==> src/rtl/ym_pkg.sv <==
// Shared encodings and constants for the YM2149/AY-3-8910 bus responder.
// Mode/state encodings match the raw {bdir,bc1} strobe pair.
package ym_pkg;

    typedef enum logic [1:0] {
        MODE_IDLE  = 2'b00,
        MODE_READ  = 2'b01,
        MODE_WRITE = 2'b10,
        MODE_ADDR  = 2'b11
    } ym_mode_e;

    typedef enum logic [1:0] {
        ST_IDLE  = 2'b00,
        ST_READ  = 2'b01,
        ST_WRITE = 2'b10,
        ST_ADDR  = 2'b11
    } ym_state_e;

    localparam logic [3:0] R_MIXER     = 4'd7;
    localparam logic [3:0] R_ENV_SHAPE = 4'd13;
    localparam logic [3:0] R_IOA       = 4'd14;
    localparam logic [3:0] R_IOB       = 4'd15;

    // Implemented bits per register; unimplemented bits read back as 0
    localparam logic [7:0] REG_MASK [16] = '{
        8'hFF, 8'h0F, 8'hFF, 8'h0F,
        8'hFF, 8'h0F, 8'h1F, 8'hFF,
        8'h1F, 8'h1F, 8'h1F, 8'hFF,
        8'hFF, 8'h0F, 8'hFF, 8'hFF
    };

endpackage

==> src/rtl/ym_bus_responder_if.sv <==
// PSG data/address bus between the Z80-side decoder and the responder.
// master drives strobes and DA; slave returns read data and drive enable.
interface ym_bus_responder_if;
    import ym_pkg::*;

    logic       bdir;
    logic       bc1;
    logic       sel;
    logic [7:0] da_in;
    logic [7:0] da_out;
    logic       da_oe;

    modport master (
        output bdir, bc1, sel, da_in,
        input  da_out, da_oe
    );

    modport slave (
        input  bdir, bc1, sel, da_in,
        output da_out, da_oe
    );

endinterface

==> src/rtl/ym_bus_sync.sv <==
// Multi-flop synchroniser for an asynchronous bus strobe.
// Clears to 0 (idle level) on synchronous reset.
module ym_bus_sync
    import ym_pkg::*;
#(
    parameter int STAGES = 2
) (
    input  logic clk,
    input  logic reset,
    input  logic d,
    output logic q
);

    logic [STAGES-1:0] ff;

    always_ff @(posedge clk) begin
        if (reset) ff <= '0;
        else       ff <= {ff[STAGES-2:0], d};
    end

    assign q = ff[STAGES-1];

endmodule

==> src/rtl/ym_bus_responder.sv <==
// YM2149 bus interface and 16-entry register file for one PSG instance.
// Optional I/O ports enabled by defining YM_IO_PORTS_EN.
module ym_bus_responder
    import ym_pkg::*;
#(
    parameter logic       CHIP_ID     = 1'b0,
    parameter logic [3:0] ADDR_HI     = 4'h0,
    parameter int         SYNC_STAGES = 2
) (
    input  logic                clk,
    input  logic                reset,
    ym_bus_responder_if.slave   bus,
    output logic [127:0]        regs_flat,
    output logic                wr_stb,
    output logic [3:0]          wr_addr,
    output logic                env_restart
`ifdef YM_IO_PORTS_EN
    ,
    input  logic [7:0]          ioa_in,
    input  logic [7:0]          iob_in,
    output logic [7:0]          ioa_out,
    output logic [7:0]          iob_out,
    output logic                ioa_dir,
    output logic                iob_dir
`endif
);

    logic bdir_s, bc1_s, sel_s;

    ym_bus_sync #(.STAGES(SYNC_STAGES)) u_sync_bdir (
        .clk(clk), .reset(reset), .d(bus.bdir), .q(bdir_s)
    );
    ym_bus_sync #(.STAGES(SYNC_STAGES)) u_sync_bc1 (
        .clk(clk), .reset(reset), .d(bus.bc1), .q(bc1_s)
    );
    ym_bus_sync #(.STAGES(SYNC_STAGES)) u_sync_sel (
        .clk(clk), .reset(reset), .d(bus.sel), .q(sel_s)
    );

    ym_mode_e   mode;
    ym_state_e  state_q, state_d;
    logic [7:0] held_q;
    logic [3:0] addr_q;
    logic       addr_ok_q;
    logic [7:0] regs_q [16];
    logic       do_latch, do_write;
    logic [7:0] rd_data;

    assign mode = ym_mode_e'({bdir_s, bc1_s});

    always_ff @(posedge clk) begin
        if (reset) state_q <= ST_IDLE;
        else       state_q <= state_d;
    end

    // Exit actions fire in the first cycle the mode differs from the state
    always_comb begin
        state_d     = ST_IDLE;
        bus.da_oe   = 1'b0;
        bus.da_out  = 8'h00;
        unique case (mode)
            MODE_IDLE:  state_d = ST_IDLE;
            MODE_READ:  state_d = ST_READ;
            MODE_WRITE: state_d = ST_WRITE;
            MODE_ADDR:  state_d = ST_ADDR;
        endcase
        do_latch = (state_q == ST_ADDR) && (state_d != ST_ADDR);
        do_write = (state_q == ST_WRITE) && (state_d != ST_WRITE)
                   && addr_ok_q;
        if (!reset && state_d == ST_READ && addr_ok_q) begin
            bus.da_oe  = 1'b1;
            bus.da_out = rd_data;
        end
    end

    always_comb begin
        rd_data = regs_q[addr_q];
`ifdef YM_IO_PORTS_EN
        if (addr_q == R_IOA && !regs_q[R_MIXER][6]) rd_data = ioa_in;
        if (addr_q == R_IOB && !regs_q[R_MIXER][7]) rd_data = iob_in;
`endif
    end

    always_ff @(posedge clk) begin
        if (reset) begin
            held_q      <= 8'h00;
            addr_q      <= 4'h0;
            addr_ok_q   <= 1'b0;
            wr_stb      <= 1'b0;
            wr_addr     <= 4'h0;
            env_restart <= 1'b0;
            for (int i = 0; i < 16; i++) regs_q[i] <= 8'h00;
        end else begin
            wr_stb      <= do_write;
            env_restart <= do_write && (addr_q == R_ENV_SHAPE);
            if (mode != MODE_IDLE) held_q <= bus.da_in;
            if (do_latch) begin
                addr_q    <= held_q[3:0];
                addr_ok_q <= (held_q[7:4] == ADDR_HI) && (sel_s == CHIP_ID);
            end
            if (do_write) begin
                regs_q[addr_q] <= held_q & REG_MASK[addr_q];
                wr_addr        <= addr_q;
            end
        end
    end

    always_comb begin
        for (int i = 0; i < 16; i++) regs_flat[i*8 +: 8] = regs_q[i];
    end

`ifdef YM_IO_PORTS_EN
    assign ioa_out = regs_q[R_IOA];
    assign iob_out = regs_q[R_IOB];
    assign ioa_dir = regs_q[R_MIXER][6];
    assign iob_dir = regs_q[R_MIXER][7];
`endif

endmodule
==> src/flat_wrapper.sv <==
// flat-port wrapper written by rule: the top's interface ports become plain ports
module ym_bus_responder_flat import ym_pkg::*;
#(
    parameter logic       CHIP_ID     = 1'b0,
    parameter logic [3:0] ADDR_HI     = 4'h0,
    parameter int         SYNC_STAGES = 2
)
  (clk, reset, regs_flat, wr_stb, wr_addr, env_restart, bus_bdir, bus_bc1, bus_sel, bus_da_in, bus_da_out, bus_da_oe);
  ym_bus_responder_if bus_i ();
  input  logic clk;
  input  logic reset;
  output logic [127:0] regs_flat;
  output logic wr_stb;
  output logic [3:0] wr_addr;
  output logic env_restart;
  input wire logic [$bits(bus_i.bdir)-1:0] bus_bdir;
  input wire logic [$bits(bus_i.bc1)-1:0] bus_bc1;
  input wire logic [$bits(bus_i.sel)-1:0] bus_sel;
  input wire logic [$bits(bus_i.da_in)-1:0] bus_da_in;
  output wire logic [$bits(bus_i.da_out)-1:0] bus_da_out;
  output wire logic [$bits(bus_i.da_oe)-1:0] bus_da_oe;
  assign bus_i.bdir = bus_bdir;
  assign bus_i.bc1 = bus_bc1;
  assign bus_i.sel = bus_sel;
  assign bus_i.da_in = bus_da_in;
  assign bus_da_out = bus_i.da_out;
  assign bus_da_oe = bus_i.da_oe;
  ym_bus_responder #(.CHIP_ID(CHIP_ID), .ADDR_HI(ADDR_HI), .SYNC_STAGES(SYNC_STAGES)) u_core (.clk(clk), .reset(reset), .bus(bus_i), .regs_flat(regs_flat), .wr_stb(wr_stb), .wr_addr(wr_addr), .env_restart(env_restart));
endmodule
==> config.mk <==
export PLATFORM = sky130hd
export DESIGN_NAME = ym_bus_responder_flat
export DESIGN_NICKNAME = d
export VERILOG_FILES = /design/src/rtl/ym_pkg.sv /design/src/rtl/ym_bus_responder_if.sv /design/src/rtl/ym_bus_sync.sv /design/src/rtl/ym_bus_responder.sv /design/src/flat_wrapper.sv
export SDC_FILE = /design/constraint.sdc
export NUM_CORES = 1
export LEC_CHECK = 0
export ABC_AREA = 1
export BUFFER_PORTS_ARGS = -buffer_cell sky130_fd_sc_hd__buf_2
export CAP_MARGIN = 40
export CORE_MARGIN = 1
export CORE_UTILIZATION = 35
export DETAILED_ROUTE_END_ITERATION = 16
export PLACE_DENSITY = 0.62
export SLEW_MARGIN = 10
export SYNTH_ARGS = -nofsm -noshare
export SYNTH_HDL_FRONTEND = slang
export SYNTH_HIERARCHICAL = 1
export SYNTH_SLANG_ARGS = --single-unit
==> constraint.sdc <==
create_clock -name clk -period 4 [get_ports clk]
set_clock_uncertainty 0.1 [all_clocks]
set_input_delay 0.8 -clock clk [delete_from_list [all_inputs] [get_ports clk]]
set_output_delay 0.8 -clock clk [all_outputs]
set_load 0.03 [all_outputs]
; After elaboration in Yosys (flattened, before gate mapping)
; Memories as Yosys holds them, arrays and structs flattened. A register that Yosys moved wholly into a read port is not among the register bits.
; Cells that the tools add are included.
[op_classes]
magnitude_cmp = 1
eq_ne = 9
muxes = 15
bitwise_logic = 3
reduce_logical = 12
[ops]
columns = op, n
row1 = 2-to-1 mux 8 bit, 4
row2 = 2-to-1 mux 4 bit, 3
row3 = bitwise AND 8 bit, 1
row4 = "== test 2 bit, second input constant", 4
row5 = case mux 2 bit (4 select lines), 1
row6 = OR reduction 8 bit, 1
row7 = logical AND 1 bit, 7
row8 = 2-to-1 mux 1 bit, 7
row9 = ">= comparator 5 bit, second input constant", 1
row10 = inverter 4 -> 5 bit, 1
row11 = "== test 2 x 1 -> 1 bit, second input constant", 2
row12 = "== test 4 bit, second input constant", 1
row13 = zero test 4 bit, 1
row14 = "inequality test 2 bit, second input constant", 2
row15 = zero test 2 bit, 1
row16 = nonzero test 2 bit, 1
row17 = zero test 1 bit, 1
row18 = inverter 1 bit, 1
[word_totals]
reg_bits = 27
ramBits = 128
mem_bits_ro = 128
output_inout_bits = 143
wordCells = 52
mem_count = 2
[mem_list]
columns = name, words, word_bits, rd, rd_ports_with_merged_regs, write_ports, line
row1 = (no name shown), 16, 8, 1, 0, 0, ym_bus_responder.sv:102  ; regs_q[addr_q] <= held_q & REG_MASK[addr_q];
row2 = u_core.regs_q, 16, 8, 17, 1, 16, ym_bus_responder.sv:45  ; logic [7:0] regs_q [16];

; Logic depth before layout (Yosys ltp)
[logic_depth]
depth_word = 10
mapped_depth = 9

; Hierarchy
; Netlist, hierarchy kept.
[modules_own_cells]
columns = module, n_inst, cells_each, area_each_um2
row1 = ym_bus_responder, 1, 830, 7383.3
row2 = ym_bus_sync, 3, 6, 55.1

; Least setup slack after synthesis
; Ideal clock, no wire load.
[synth_timing]
kind = input-to-output
startpoint = in reset
endpoint = out bus_da_out[0]
t_arrival_ps = 2493
required_ps = 3100
slack_ps = 607
path_stages = 4
cell_sequence = clkbuf_2 > nor4_2 > nand2_1 > nor2_1
[synth_via]
elab_chain_cells = 4
[synth_rtl]
columns = item, line
row1 = start: declaration, flat_wrapper.sv:11  ; input logic reset;
row2 = zero test 1 bit, ym_bus_responder.sv:70  ; if (!reset && state_d == ST_READ && addr_ok_q) begin
row3 = logical AND 1 bit (2 in series), ym_bus_responder.sv:70
row4 = 2-to-1 mux 8 bit, ym_bus_responder.sv:70
row5 = end: declaration, flat_wrapper.sv:20  ; output wire logic [$bits(bus_i.da_out)-1:0] bus_da_out;
; Every way passes these cells.

==> results summary <==
The flow ran to the end, and the final reports show no timing, DRC or antenna violations. The final weighted congestion in routability-driven placement is approximately 0.89. Setup repair after global routing left no endpoint under its margin. The filler cell count came out at 2133.

The height of the die is about 150 um. The total number of H-tree levels is 4. The post-synth design cell area came out at 7550 um^2.

Clock-pin slew was measured on the worst setup and hold paths at around 60 ps. The maximum count of clock buffers along a single path is 2. Synthesis inferred 159 register bits. In this run the clock root is driven by a clkbuf_16.

The fraction of synthesis flops using an asynchronous set or reset pin came out at 0. The met2 track demand over resource is 0.337. The clock tree from TritonCTS is built.

The type of the worst min-delay path is reg2reg. The startpoint of the lowest-slack register-to-register path is u_core/addr_q[0]. Buffers placed on the I/O ports in this run total 155. In this run the most critical hold path is launched from u_core/u_sync_bdir/ff[0]. The antenna diode count is 0. The commonest register cell after synthesis is edfxtp_1. The ratio of cells with drive above 1 in the final layout is 0.225. The global routing usage on met1 is 0.286. The number of endpoints with negative hold slack in the final report was 0. The remaining antenna violation count came out at 0. The Yosys step of the flow raised 6 warnings. The worst setup path is of the reg2out kind.

The worst ir drop on vdd is 0.275 mV. The number of buffers added to fix hold violations after cts came out at 0. The largest driver fanout on the critical path is 33. The total power per unit cell area is around 430 nW/um^2. The maximum number of pins on one net before global-route repair came out at 34. The source-to-sink clock delay at the later pin of the worst-skew pair came out at around 420 ps. The overall fraction of global-route tracks in use came out at 0.208. The type of origin of the critical path is a register. The HPWL after detailed placement is approximately 16 mm.

In the routed design, unresolved DRC markers number 0. met2 is the most crowded layer. The length of the first detailed-routing pass in iterations is 6.

The post-CTS setup-driven buffer insertion count came out at 0. The area fraction in and, or, nand and nor cells after synthesis is 0.276. The met3 track demand over resource in global routing is 0.0394.

A synthesized cell averages approximately 9 um^2. By area the synthesized netlist is led by edfxtp_1 51%, nand2_1 9.3%, dfxtp_1 8.2%, nor2_1 8.2%, inv_1 6.7%. The final sum of negative setup slack came out at 0 ps. Synthesis handed over a netlist of about 850 instances. The share of the synthesized area in compound gates (AO/OA/AOI/OAI) came out at 0.0280. The highest clock frequency the design can meet is 0.308 GHz. The final number of max-transition violations is 0. The endpoint arrival time on the critical path is roughly 2400 ps. The die area is 22200 um^2. The adder-cell share of the synthesized area is 0.00829. The highest cell delay on the worst timing path is approximately 330 ps. Counting instances, the worst hold path has a depth of 2.

The depth of the most critical reg-to-reg path is 5. The iteration-0 DRC count of the detailed router came out at between 600 and 700. The mean routed wirelength per cell came out at about 18 um.

The data required time of the worst path came out at ~3100 ps. The reported leakage power came out at 4.15 nW. The boundary pin count came out at between 150 and 200. The number of antenna violations at the first check in global routing is 0. Setup violations remaining at the end of the flow were counted as 0. The end of the worst register-to-register path is u_core/regs_q[4][5]. The area of the core region came out at 21100 um^2.

The via count of the first global-routing pass is a little under 6000. The sequential-to-total area share from yosys stat is 0.591. Of the post-synthesis cell area, the dominant cell type holds 0.509. Before CTS, the worst setup slack after placement is roughly 1100 ps. The total nets after synthesis is 866. Gates resized during post-CTS repair numbered 0. For hold timing, the worst endpoint is u_core/u_sync_bdir/ff[1]. The worst setup path is captured at an output port. The initialized floorplan defines 53 standard-cell rows. Traced cell by cell, the critical path runs through buf_4, inv_2, buf_4, nand2_1, nand2_1, nand2_1, nand3_1, a21oi_1, nor2_1, buf_2.

The number of flops mapped to enable cells by yosys is 128. Relative to the synthesized area, the layout overhead comes to 21.9%. The worst slew margin relative to its limit is 0.434. The final layout contains a little over 1000 nets.

The global-route congestion overflow total came out at 0. The initial utilization of the core area, before any placement, comes to 0.358. The time the final worst path needs with I/O delays and setup came out at 3250 ps. The share of the synthesized netlist area taken by xor and xnor gates is 0. The portion of netlist area occupied by mux cells came out at 0. The clock net sink count came out at 159.

The number of vias per cell is 4.81. The netlist uses 26 different library cells. The overall via count from detail_route came out at 6163. After synthesis, the largest family of logic cells by area is simple AND/OR/NAND/NOR gates. The most frequent cell on the critical path is nand2_1. The final clock period utilization by the worst path came out at 0.812. The chip width came out at 149 um. The least setup slack across all paths after layout came out at roughly 750 ps. The reg2reg setup slack is 1630 ps. The number of max-capacitance violations reported is 0.

The clock buffer count from CTS is 17. The largest individual stage delay along the critical path comes from the cell buf_4. The actual slew at the worst max-slew pin came out at approximately 840 ps.

edfxtp_1 takes more of the synthesized area than any other cell. The total wire length after detailed routing is about 23 mm. The wire length of the first global-routing pass is 33.8 mm.
-- cell type report --
class                   instances  area, um^2  share of cell area
flip-flops and latches        159        4470               0.485
multi-input cells             509        2360               0.256
clock buffers                  17         425              0.0462
clock inverters                15         208              0.0226
repair buffers                165         871              0.0947
inverters                     141         529              0.0575
well taps                     275         344              0.0374
-- how the worst max path moves through the flow --
stage,slack [ps],to,cells after the start
after global placement,1120,bus_da_out[7],6
after global routing,610,bus_da_out[5],10
after CTS,750,bus_da_out[5],10
after detailed placement,1110,bus_da_out[7],6
final,750,bus_da_out[5],10
after floorplan,610,bus_da_out[0],4
-- worst max-delay path, delay by kind of cell, from the launching register on --
kind / cells / cell delay, ps
buffers and inverters: 4 / 830
AOI/OAI and AO/OA: 1 / 300
and+or+nand+nor: 5 / 470
DFF: 1 / 320
-- synthesized netlist by cell type, types with 2 or more instances --
| master | instances |
|---|---|
| a21oi_1 | 18 |
| buf_1 | 2 |
| buf_2 | 9 |
| buf_6 | 3 |
| clkbuf_1 | 23 |
| clkinv_1 | 4 |
| dfxtp_1 | 31 |
| edfxtp_1 | 128 |
| ha_1 | 5 |
| inv_1 | 134 |
| inv_2 | 3 |
| nand2_1 | 188 |
| nand3_1 | 89 |
| nand3_2 | 10 |
| nand3_4 | 9 |
| nor2_1 | 165 |
| o211ai_1 | 2 |
| o21ai_0 | 17 |
-- cells by family after synthesis --
kind of cell,Yosys count
AND/OR/NAND/NOR,466
adder cells (fa/ha/maj),5
flip-flops,159
AO/OA/AOI/OAI,38
buffers and inverters,180
-- where the power goes --
part,internal [mW],switching (mW),leakage [nW]
clock network,1.06,0.677,0.309
registers,1.84,0.0386,1.57
logic,0.0680,0.239,2.27
-- sequential cells by signal (all words and copies together), names as in the netlist, named ones only --
register / cells
u_core/regs_q: 128
u_core/u_sync_bdir/ff: 2
u_core/wr_stb: 1
u_core/state_q: 2
u_core/held_q: 8
u_core/addr_ok_q: 1
u_core/env_restart: 1
u_core/u_sync_sel/ff: 2
u_core/addr_q: 4
u_core/wr_addr: 4
u_core/u_sync_bc1/ff: 2
-- per-stage QoR --
stage          instance area [um^2]  hold WS [ps]   util  total power [mW]  std cells
2_1_floorplan                  7550           288      -              2.10        848
3_3_place_gp                   8540           292  0.405              2.21       1248
5_1_grt                        9200           325  0.436              4.03       1281
3_5_place_dp                   8570           293  0.406              2.22       1249
4_1_cts                        9200           302  0.436              3.94       1281
6_report                       9200           303  0.436              3.91       1281
-- routing by layer --
metal,up-vias,wire length (um)
met4,0,247
met3,16,2030
met1,2871,9730
met5,-,0
met2,307,10700
li1,2969,-
-- cell usage in the layout, fill, tap and decap left out, types with 5 or more instances in the layout --
master     count
a21oi_1       18
clkbuf_16     17
nand3_2       10
dfxtp_1       30
nand2_1      188
o21ai_0       17
inv_6          5
buf_2        155
nand3_1       89
buf_4          9
nand3_4        9
nor2_1       165
ha_1           5
edfxtp_1     128
inv_1        134
No activity file was read; power rests on OpenSTA's default activity.
